==> src/rtl/i8088_bus_ctrl.sv <==
// 8088 local-bus sequencer: synchronises the pin strobes, latches the address on ALE,
// sends one request per bus cycle to an internal target, and holds READY low until that cycle is done.
module i8088_bus_ctrl #(
  parameter logic [19:0] BRAM_TOP = 20'h20000,
  parameter logic [19:0] ROM_BASE = 20'hF0000,
  parameter int unsigned TIMEOUT  = 1024
) (
  input  logic        clk,
  input  logic        resetn,
  input  logic        ale,
  input  logic        n_rd,
  input  logic        n_wr,
  input  logic        io_nm,
  input  logic [11:0] a19_8,
  input  logic [7:0]  ad_in,
  output logic [7:0]  ad_out,
  output logic        ad_oe,
  output logic        ready,
  output logic        req_valid,
  input  logic        req_ready,
  output logic        req_we,
  output logic [1:0]  req_tgt,
  output logic [19:0] req_addr,
  output logic [7:0]  req_wdata,
  input  logic        rsp_valid,
  input  logic [7:0]  rsp_rdata,
  output logic        err_timeout
);

  localparam int unsigned CW = $clog2(TIMEOUT + 1);
  localparam logic [23:0] SYNC_RST = {1'b0, 1'b1, 1'b1, 1'b0, 12'h000, 8'h00};

  typedef enum logic [2:0] {S_IDLE, S_ADDR, S_STROBE, S_REQ, S_RSP, S_DONE} state_t;

  state_t        state_q, state_d;
  logic [23:0]   sync1_q, sync1_d, sync2_q, sync2_d;
  logic          ale_prev_q, ale_prev_d;
  logic [19:0]   addr_q, addr_d;
  logic          io_q, io_d;
  logic [CW-1:0] cnt_q, cnt_d;
  logic          ready_q, ready_d, ad_oe_q, ad_oe_d;
  logic [7:0]    ad_out_q, ad_out_d;
  logic          req_valid_q, req_valid_d, req_we_q, req_we_d;
  logic [1:0]    req_tgt_q, req_tgt_d;
  logic [19:0]   req_addr_q, req_addr_d;
  logic [7:0]    req_wdata_q, req_wdata_d;
  logic          err_q, err_d;

  logic        ale_s, n_rd_s, n_wr_s, io_nm_s, timeout_hit;
  logic [11:0] a19_8_s;
  logic [7:0]  ad_in_s;

  // All pins share one pipeline so address and strobes stay cycle-aligned.
  always_comb begin
    sync1_d = {ale, n_rd, n_wr, io_nm, a19_8, ad_in};
    sync2_d = sync1_q;
    {ale_s, n_rd_s, n_wr_s, io_nm_s, a19_8_s, ad_in_s} = sync2_q;
  end

  assign timeout_hit = (cnt_q == CW'(TIMEOUT - 1));

  always_comb begin
    state_d     = state_q;
    ale_prev_d  = ale_s;
    addr_d      = addr_q;
    io_d        = io_q;
    cnt_d       = cnt_q;
    ready_d     = ready_q;
    ad_oe_d     = ad_oe_q;
    ad_out_d    = ad_out_q;
    req_valid_d = req_valid_q;
    req_we_d    = req_we_q;
    req_tgt_d   = req_tgt_q;
    req_addr_d  = req_addr_q;
    req_wdata_d = req_wdata_q;
    err_d       = err_q;
    case (state_q)
      S_IDLE: begin
        ready_d = 1'b1;
        ad_oe_d = 1'b0;
        if (ale_s) begin
          addr_d = {a19_8_s, ad_in_s};
          io_d   = io_nm_s;
        end
        if (ale_prev_q && !ale_s) begin
          state_d = S_ADDR;
          ready_d = 1'b0;
        end
      end
      S_ADDR: begin
        if (io_q) begin
          req_tgt_d  = 2'd3;
          req_addr_d = {4'h0, addr_q[15:0]};
        end else begin
          req_addr_d = addr_q;
          if (addr_q < BRAM_TOP)       req_tgt_d = 2'd0;
          else if (addr_q >= ROM_BASE) req_tgt_d = 2'd2;
          else                         req_tgt_d = 2'd1;
        end
        state_d = S_STROBE;
      end
      S_STROBE: begin
        if (!n_wr_s) begin
          req_wdata_d = ad_in_s;
          req_we_d    = 1'b1;
          req_valid_d = 1'b1;
          cnt_d       = '0;
          state_d     = S_REQ;
        end else if (!n_rd_s) begin
          req_we_d    = 1'b0;
          req_valid_d = 1'b1;
          cnt_d       = '0;
          state_d     = S_REQ;
        end else if (ale_s && !ale_prev_q) begin
          ready_d = 1'b1;
          state_d = S_IDLE;
        end
      end
      S_REQ, S_RSP: begin
        cnt_d = cnt_q + CW'(1);
        // A completion on the timeout cycle takes priority over the timeout.
        if (state_q == S_REQ && req_ready) begin
          req_valid_d = 1'b0;
          if (req_we_q) begin
            ready_d = 1'b1;
            state_d = S_DONE;
          end else begin
            state_d = S_RSP;
          end
        end else if (state_q == S_RSP && rsp_valid) begin
          ad_out_d = rsp_rdata;
          ready_d  = 1'b1;
          ad_oe_d  = !n_rd_s;
          state_d  = S_DONE;
        end else if (timeout_hit) begin
          req_valid_d = 1'b0;
          ad_out_d    = 8'hFF;
          err_d       = 1'b1;
          ready_d     = 1'b1;
          ad_oe_d     = !req_we_q && !n_rd_s;
          state_d     = S_DONE;
        end
      end
      S_DONE: begin
        ready_d = 1'b1;
        ad_oe_d = !req_we_q && !n_rd_s;
        if (n_rd_s && n_wr_s) begin
          ad_oe_d = 1'b0;
          state_d = S_IDLE;
        end
      end
      default: state_d = S_IDLE;
    endcase
  end

  always_ff @(posedge clk) begin
    if (!resetn) begin
      state_q     <= S_IDLE;
      sync1_q     <= SYNC_RST;
      sync2_q     <= SYNC_RST;
      ale_prev_q  <= 1'b0;
      addr_q      <= '0;
      io_q        <= 1'b0;
      cnt_q       <= '0;
      ready_q     <= 1'b0;
      ad_oe_q     <= 1'b0;
      ad_out_q    <= '0;
      req_valid_q <= 1'b0;
      req_we_q    <= 1'b0;
      req_tgt_q   <= '0;
      req_addr_q  <= '0;
      req_wdata_q <= '0;
      err_q       <= 1'b0;
    end else begin
      state_q     <= state_d;
      sync1_q     <= sync1_d;
      sync2_q     <= sync2_d;
      ale_prev_q  <= ale_prev_d;
      addr_q      <= addr_d;
      io_q        <= io_d;
      cnt_q       <= cnt_d;
      ready_q     <= ready_d;
      ad_oe_q     <= ad_oe_d;
      ad_out_q    <= ad_out_d;
      req_valid_q <= req_valid_d;
      req_we_q    <= req_we_d;
      req_tgt_q   <= req_tgt_d;
      req_addr_q  <= req_addr_d;
      req_wdata_q <= req_wdata_d;
      err_q       <= err_d;
    end
  end

  assign ready       = ready_q;
  assign ad_oe       = ad_oe_q;
  assign ad_out      = ad_out_q;
  assign req_valid   = req_valid_q;
  assign req_we      = req_we_q;
  assign req_tgt     = req_tgt_q;
  assign req_addr    = req_addr_q;
  assign req_wdata   = req_wdata_q;
  assign err_timeout = err_q;

endmodule

==> config.mk <==
export PLATFORM = sky130hd
export DESIGN_NAME = i8088_bus_ctrl
export DESIGN_NICKNAME = d
export VERILOG_FILES = /design/src/rtl/i8088_bus_ctrl.sv
export SDC_FILE = /design/constraint.sdc
export NUM_CORES = 1
export LEC_CHECK = 0
export ABC_CLOCK_PERIOD_IN_PS = 2300
export CORE_MARGIN = 2
export CORE_UTILIZATION = 50
export DETAILED_ROUTE_END_ITERATION = 6
export GPL_TIMING_DRIVEN = 1
export PLACE_DENSITY = 0.83
export SLEW_MARGIN = 20
export SYNTH_ARGS = -nofsm -noshare
export SYNTH_HDL_FRONTEND = slang
export SYNTH_SLANG_ARGS = --single-unit
==> constraint.sdc <==
create_clock -name clk -period 2.3 [get_ports clk]
set_input_delay 0.23 -clock clk [delete_from_list [all_inputs] [get_ports clk]]
set_output_delay 0.23 -clock clk [all_outputs]
set_load 0.1 [all_outputs]
Yosys cells after proc, flatten, opt, wreduce, memory -nomap -nowiden:

Cells that the tools add are included.

* ROM bits: 0
* word-level logic and storage cells: 109
* bits in writable memories: 0
* latch bits: 0
* output and inout bits: 43
* flip-flop bits (word level): 127
* memories: 0
* input port bits: 36

* equality and inequality tests: 20
* reductions and logical operators: 26
* multiply operators: 0
* magnitude comparators: 2
* shifts and indexed selects: 0
* add/sub/neg operators: 1
* divide/modulo/power cells: 0
* bitwise operators: 3
* muxes and demuxes: 41

Operators with widths (count)
* $mux W3: 8
* $mux W11: 2
* $pmux W11 S2: 1
* $ge A20 B20 Y1 const B: 1
* $lt A20 B18 Y1 const B: 1
* $mux W1: 20
* $mux W20: 1
* $mux W8: 2
* $ne A3 B3 Y1 const B: 5
* $pmux W3 S5: 1
* $ne A2 B2 Y1 const B: 7
* $reduce_and A4 Y1: 3
* $add A11 B1 Y11 const B: 1
* $eq A11 B10 Y1 const B: 1
* $ne A4 B4 Y1 const B: 2
* $reduce_and A2 Y1: 4
* $eq A3 B2 Y1 const B: 2
* $eq A3 B3 Y1 const B: 2
* $logic_and A1 B1 Y1: 6
* $mux W2: 3
* $reduce_and A3 Y1: 2
* $reduce_and A6 Y1: 1
* $logic_not A1 Y1: 4
* $pmux W1 S4: 1
* other kinds (9): 12

Logic depth before layout (Yosys ltp):

Gate-level depths: netlist of run 1.

* word-level depth: 6
* gate-level depth with buffers: 8
* depth with buffers taken out: 7

Least setup slack after synthesis of run 1:

Ideal clock, no wire load.

* path kind: register -> register
* start point: register cnt_q[0]
* end point: register state_q[0]
* path buffers: 0
* data arrival time: 1.713 ns
* path slack: 0.517 ns
* data required time: 2.230 ns
* period minus slack after synthesis: 1.783 ns
* cell stages (with the launch flop): 7
* setup time: 0.070 ns
* path through: dfxtp_1 > ha_1 > nand3_1 > nor4_4 > nor3_2 > or3_1 > a21oi_1

* cells in the longest elaborated chain, start to end: 3

RTL lines
* from (decl): line 40 `logic [CW-1:0] cnt_q, cnt_d;`
* from (signal assigned): line 181 `cnt_q <= cnt_d;`
* $eq A11 B10 Y1: line 60 `assign timeout_hit = (cnt_q == CW'(TIMEOUT - 1));`
* $ne A4 B4 Y1 (no line)
* $reduce_and A4 Y1 (no line)
* to (signal assigned): line 175 `state_q <= state_d;`
* to (decl): line 35 `state_t state_q, state_d;`

No other way between the ends.
A chain may end at the register's enable or synchronous reset.

Worst setup path after layout of run 1:

Same ends and word-level chain as after synthesis.

==> results of run 1 <==
-- registers in the layout, summed over array words and instances (netlist names) --
signal,count
sync2_q,24
io_q,1
state_q,3
sync1_q,24
req_wdata,8
req_valid,1
err_timeout,1
cnt_q,11
ready,1
req_we,1
ad_oe,1
ad_out,8
ale_prev_q,1
req_tgt,2
addr_q,20
req_addr,20
-- path summary, 6_finish.rpt --
check	slack, ns	cells past startpoint	endpoint	startpoint
max	0.23	6	state_q[0]$_SDFFE_PN0P_	cnt_q[0]$_SDFFE_PN0P_
min	0.27	3	sync1_q[22]$_SDFF_PN1_	resetn
max reg2reg	0.23	6	state_q[0]$_SDFFE_PN0P_	cnt_q[0]$_SDFFE_PN0P_
min reg2reg	0.41	1	sync2_q[22]$_SDFF_PN1_	sync1_q[22]$_SDFF_PN1_
-- cell families (layout without fill, tap and decap cells) --
logic type | after synthesis | count (layout) | share of synthesized area [%]
and+or+nand+nor | 218 | 218 | 24.4
DFF | 127 | 127 | 57.2
AOI/OAI and AO/OA | 104 | 104 | 14.1
buffers and inverters | 36 | 125 | 3.18
adders and majority gates | 2 | 2 | 0.563
muxes | 2 | 2 | 0.507
-- cells in the mapped netlist, drive strengths merged (3+ instances only) --
cell type,n
nor3,5
a31oi,3
o221a,8
buf,5
o21ai,13
inv,8
nand2b,6
nand3,12
nor2,21
a21oi,64
dfxtp,127
nand2,104
nand4,3
clkbuf,23
nor4,4
and2,48
-- stage by stage --
| stage | util, % | power [W] |
|---|---|---|
| after CTS | 66.5 | 0.00620 |
| final | 66.5 | 0.00617 |
| after detailed placement | 59.9 | 0.00371 |
| after global routing | 66.5 | 0.00645 |
| after floorplan | - | 0.00340 |
| after global placement | 59.9 | 0.00368 |
-- power groups by stage --
stage	combinational (W)	sequential, W	clock [W]
after CTS	0.00124	0.00243	0.00253
after global routing	0.00137	0.00244	0.00265
after detailed placement	0.00124	0.00247	0
after floorplan	0.000758	0.00264	0
final	0.00125	0.00243	0.00249
after global placement	0.00122	0.00247	0
-- metal layers --
| metal | up-vias | wire (um) | part of all wire, % |
|---|---|---|---|
| met5 | - | 0 | 0 |
| met4 | 0 | 82 | 0.88 |
| met3 | 6 | 509 | 5.4 |
| met2 | 106 | 4710 | 50 |
| met1 | 1619 | 4060 | 43 |
| li1 | 1810 | - | - |
-- cell type report --
cell class	instances	area, um2	share of cell area (%)
clock buffer	17	414	7.18
clock inverter	15	153	2.65
inverter	8	30.0	0.521
multi-input combinational	326	1760	30.5
sequential	127	2540	44.1
tap	108	135	2.34
timing repair buffer	85	733	12.7
-- tightest hold or removal path, delay by kind of cell --
family                 cells  cell delay, ns
buffers and inverters      2            0.39
and+or+nand+nor            1            0.12
==> load_flow_metrics.sql, run 1 <==
INSERT INTO impl_metrics (metric_group, metric, value, unit) VALUES
('die', 'ios', '79', ''),
('route', 'drcViolationCount', '0', ''),
('route', 'detail-route-antenna-nets', '0', ''),
('route', 'avgRoutedWirePerCell', '13.6', 'um'),
('timing', 'achievable-frequency', '484', 'MHz'),
('die', 'floorplan.core_area', '8680', 'um2'),
('power', 'max-vdd-ir-drop', '465', 'uV'),
('worst_setup_path', 'critical_path_class', 'register to register', ''),
('timing', 'worst_pin_slew', '0.783', 'ns'),
('die', 'die_outline_area', '9660', 'um2'),
('synthesis', 'synthFlopType', 'dfxtp_1', ''),
('worst_setup_path', 'worst_path_largest_cell_delay', '0.42', 'ns'),
('placement', 'gp_congestion', '0.826', ''),
('route', 'dr_total_vias', '3541', ''),
('synthesis', 'synth_area_leader_cell', 'dfxtp_1', ''),
('cells_and_area', 'layout.cells.most_common_list', '127 x dfxtp_1, 104 x nand2_1, 64 x a21oi_1, 49 x buf_4, 48 x and2_1', ''),
('worst_hold_path', 'min_path_type', 'input pin to register', ''),
('power', 'sequentialPowerShare', '39.4', '%'),
('synthesis', 'yosys_warnings', '0', ''),
('timing', 'setup-violations-final', '0', ''),
('synthesis', 'mappedNetlistNets', '527', ''),
('clocking', 'clkSinkCount', '127', ''),
('clocking', 'clk_pin_slew_worst_paths', '0.06', 'ns'),
('die', 'die_x', '98.3', 'um'),
('synthesis', 'netlist_instances', '489', ''),
('route', 'initial_drc_count', '225', ''),
('cells_and_area', 'post_layout_inst_area', '5770', 'um2'),
('die', 'num_rows', '34', ''),
('global_routing', 'grt_first_pass_wirelength', '15400', 'um'),
('clocking', 'clk_root_buffer_cell', 'clkbuf_8', ''),
('worst_setup_path', 'worstPathArrival', '2.50', 'ns'),
('cells_and_area', 'most_common_library_cell_in_the_layout_ignoring_fill_and_taps', 'dfxtp_1', ''),
('global_routing', 'grt_util_met1', '23.4', '%'),
('timing', 'final_min_period_over_clock_period', '89.8', '%'),
('global_routing', 'grt_start_max_net_pins', '65', ''),
('cells_and_area', 'layout.filler_cells', '695', ''),
('cells_and_area', 'area_growth', '29.8', '%'),
('synthesis', 'async_reset_ff_share', '0', '%'),
('global_routing', 'grt_pass1_vias', '3412', ''),
('power', 'switching_share', '32.2', '%'),
('placement', 'dp_worst_setup_slack', '0.297', 'ns'),
('synthesis', 'syn_avg_cell_area', '9.09', 'um2'),
('die', 'initial_core_util', '51.2', '%'),
('synthesis', 'ys_ff_latch', '127', ''),
('timing', 'maxSlewViolCount', '0', ''),
('timing', 'slew-limit-headroom', '47.8', '%'),
('timing', 'timing.final.hold_violations', '0', ''),
('clocking', 'cts-buffers-inserted', '17', ''),
('clocking', 'tritoncts', 'built', ''),
('power', 'leakagePower', '2.21', 'nW'),
('global_routing', 'met2_usage_in_global_routing', '34.3', '%'),
('route', 'drt_first_pass_iters', '5', ''),
('placement', 'dpl_cell_area', '5200', 'um2'),
('clocking', 'htree_num_levels', '4', ''),
('timing', 'setup_repair_after_global_routing_missed_its_margin', 'false', ''),
('cells_and_area', 'nNetsFinal', '603', ''),
('worst_setup_path', 'worst-path-buf-inv', '0', ''),
('clocking', 'post_cts.repair.setup_buffers', '0', ''),
('route', 'detail_route.wirelength', '9360', 'um'),
('worst_setup_path', 'timing.critical_path.to_type', 'register', ''),
('global_routing', 'grtUsageTotal', '20.1', '%'),
('worst_setup_path', 'largest_fanout_on_the_critical_path', '8', ''),
('cells_and_area', 'antenna_diode_count', '0', ''),
('timing', 'hold_ws', '0.270', 'ns'),
('cells_and_area', 'layout-drive-gt1-share', '17.5', '%'),
('run_status', 'run_status', 'finished clean', ''),
('route', 'route.detailed.vias_per_inst', '5.16', ''),
('job', 'maxCapViolations', '0', ''),
('cells_and_area', 'layoutNonFillerInstCount', '686', ''),
('clocking', 'worst_skew_pair.late_latency', '0.51', 'ns'),
('global_routing', 'grt_antenna_before_repair', '0', '');
No activity file was read; power rests on OpenSTA's default activity.
==> run 2: changes to the inputs <==
ABC_CLOCK_PERIOD_IN_PS = 1700   (was 2300)
CORE_UTILIZATION = 47   (was 50)
PLACE_DENSITY = 0.82   (was 0.83)
clock period = 1.7 ns   (was 2.3 ns; I/O delays follow)
==> run 2 against run 1 <==
Clock power rose by 46%. Power grew 48%. Clock-buffer cell count is the same. Clock skew decreased by 0.0021 ns. Global-route usage decreased by 0.063 points. Highest routed layer unchanged. Cell count is 4.7% higher. Sequential power rose by 34%. Setup slack got worse by 0.22 ns.
==> load_flow_metrics.sql, run 2 (synthesis gave the netlist of run 1 again) <==
INSERT INTO impl_metrics (metric_group, metric, value, unit) VALUES
('run_status', 'run_status', 'finished clean', ''),
('worst_setup_path', 'reg2reg_from', 'state_q[2]$_SDFFE_PN0P_', ''),
('timing', 'setup_repair_after_global_routing_missed_its_margin', 'true', ''),
('route', 'dr_total_vias', '3747', ''),
('clocking', 'clk_root_buffer_cell', 'clkbuf_8', ''),
('route', 'drcViolationCount', '0', ''),
('clocking', 'clk_pin_slew_worst_paths', '0.07', 'ns'),
('cells_and_area', 'area.sequential', '2560', 'um2'),
('die', 'die_x', '101', 'um'),
('worst_setup_path', 'crit_startpoint', 'state_q[2]$_SDFFE_PN0P_', ''),
('route', 'avgRoutedWirePerCell', '14.4', 'um'),
('worst_setup_path', 'critical_path_class', 'register to register', ''),
('die', 'num_rows', '35', ''),
('cells_and_area', 'reg_top3', 'sync1_q x24, sync2_q x24', ''),
('global_routing', 'grt.overflow.total', '0', ''),
('clocking', 'cts-buffers-inserted', '17', ''),
('route', 'route.detailed.vias_per_inst', '5.22', ''),
('die', 'ios', '79', ''),
('clocking', 'clkSinkCount', '127', ''),
('cells_and_area', 'layout-drive-gt1-share', '24.1', '%'),
('job', 'maxCapViolations', '0', ''),
('cells_and_area', 'layout.cells.most_common_list', '120 x dfxtp_1, 104 x nand2_1, 76 x buf_4, 63 x a21oi_1, 48 x and2_1', ''),
('timing', 'slew-limit-headroom', '68.7', '%'),
('die', 'die_outline_area', '10200', 'um2'),
('timing', 'achievable-frequency', '595', 'MHz'),
('timing', 'timing.final.hold_violations', '0', ''),
('timing', 'worst_pin_slew', '0.466', 'ns'),
('power', 'power.density_cell_area', '1490', 'nW/um2'),
('timing', 'final_min_period_over_clock_period', '98.9', '%'),
('worst_hold_path', 'min_path_type', 'input pin to register', ''),
('placement', 'detailedPlacementHpwl', '6610', 'um'),
('route', 'detail_route.wirelength', '10300', 'um'),
('power', 'max-vdd-ir-drop', '827', 'uV'),
('global_routing', 'grt_first_pass_wirelength', '16200', 'um'),
('global_routing', 'grt_antenna_before_repair', '0', ''),
('route', 'drt_first_pass_iters', '5', ''),
('die', 'initial_core_util', '48.3', '%'),
('placement', 'dpl_cell_area', '5430', 'um2'),
('route', 'detail-route-antenna-nets', '0', ''),
('power', 'leakagePower', '2.39', 'nW'),
('global_routing', 'grt_start_max_net_pins', '56', ''),
('worst_setup_path', 'rrSetupSlack', '0.02', 'ns'),
('cells_and_area', 'most_common_library_cell_in_the_layout_ignoring_fill_and_taps', 'dfxtp_1', ''),
('timing', 'clock-skew-final', '0.00933', 'ns'),
('die', 'die_h', '101', 'um'),
('worst_hold_path', 'worst_hold_path.num_cells', '3', ''),
('placement', 'place.port_buffers', '78', ''),
('clocking', 'tritoncts', 'built', ''),
('worst_setup_path', 'r2r-end', 'state_q[0]$_SDFFE_PN0P_', ''),
('cells_and_area', 'nNetsFinal', '632', ''),
('route', 'initial_drc_count', '225', ''),
('global_routing', 'grtUsageTotal', '20.0', '%'),
('cells_and_area', 'multi_input_comb_area', '1810', 'um2'),
('cells_and_area', 'antenna_diode_count', '0', ''),
('timing', 'setup-violations-final', '0', ''),
('cells_and_area', 'utilization', '66.5', '%'),
('clocking', 'worst_skew_pair.late_latency', '0.52', 'ns'),
('die', 'floorplan.core_area', '9200', 'um2'),
('timing', 'maxSlewViolCount', '0', ''),
('cells_and_area', 'post_layout_inst_area', '6120', 'um2'),
('cells_and_area', 'area_growth', '37.6', '%'),
('clocking', 'htree_num_levels', '4', ''),
('global_routing', 'grt_pass1_vias', '3454', ''),
('worst_setup_path', 'critPathLaunchType', 'register', ''),
('worst_setup_path', 'largest_fanout_on_the_critical_path', '7', ''),
('cells_and_area', 'layout.filler_cells', '689', ''),
('worst_setup_path', 'rr_worst_depth', '7', ''),
('timing', 'timing.final.crit_period', '1.68', 'ns'),
('clocking', 'cts_max_path_buffers', '2', ''),
('worst_setup_path', 'timing.critical_path.to_type', 'register', ''),
('worst_setup_path', 'worstPathArrival', '2.13', 'ns'),
('placement', 'gp_congestion', '0.856', ''),
('worst_setup_path', 'worst_ep_required_time', '2.15', 'ns'),
('worst_setup_path', 'worst_setup_path_endpoint', 'state_q[0]$_SDFFE_PN0P_', '');
-- run 2: worst min path at each step --
stage / from / endpoint / slack [ns]
finish: resetn / cnt_q[9]$_SDFFE_PN0P_ / 0.03
global route: resetn / cnt_q[10]$_SDFFE_PN0P_ / 0.05
CTS: resetn / cnt_q[9]$_SDFFE_PN0P_ / 0.02
detailed placement: sync1_q[21]$_SDFF_PN1_ / sync2_q[21]$_SDFF_PN1_ / 0.40
global placement: sync1_q[21]$_SDFF_PN1_ / sync2_q[21]$_SDFF_PN1_ / 0.39
floorplan: n_wr / sync1_q[21]$_SDFF_PN1_ / 0.27
-- run 2: cell type report --
class                   instances  area share [%]
clock buffers                  17            6.77
clock inverters                15            3.05
inverters                       8           0.491
multi-input cells             326            29.7
flip-flops and latches        127            41.8
well taps                     111            2.27
repair buffers                114            16.0
-- run 2: what timing repair did --
action | CTS | global route
setup buffers | 3 | 0
setup endpoints to repair | 5 | 14
hold buffers | 0 | 0
pin swaps | 3 | 2
gates resized for setup | 5 | 13
-- run 2: routing by layer --
| metal | track usage (%) | up-vias | routed length [um] |
|---|---|---|---|
| met5 | 0 | - | 0 |
| li1 | - | 1869 | - |
| met2 | 32.8 | 102 | 5060 |
| met1 | 25.6 | 1764 | 4650 |
| met3 | 5.80 | 12 | 516 |
| met4 | 6.13 | 0 | 123 |
-- run 2: critical path, cell delays in order (launching register included) --
cell and delay [ns]:
dfxtp_4 0.38, nor3b_4 0.22, buf_4 0.14, and2_1 0.16, nor3_2 0.05, buf_4 0.16
or3_1 0.36, a21oi_1 0.14
-- run 2: where the power goes --
group	internal [W]	total, W	switching [W]
clock	0.00216	0.00364	0.00148
sequential	0.00314	0.00326	0.000120
combinational	0.000863	0.00221	0.00135
-- run 2: per-stage QoR --
step	worst slack (ns)	instances	power (W)	TNS (ns)	hold slack, ns
2_1_floorplan	0.0598	489	0.00460	0	0.271
3_3_place_gp	0.000106	683	0.00533	0	0.391
3_5_place_dp	-0.0776	683	0.00538	-0.155	0.396
4_1_cts	-0.0760	718	0.00903	-0.0760	0.0166
5_1_grt	-0.0692	718	0.00948	-0.285	0.0505
6_report	0.0184	718	0.00912	0	0.0255
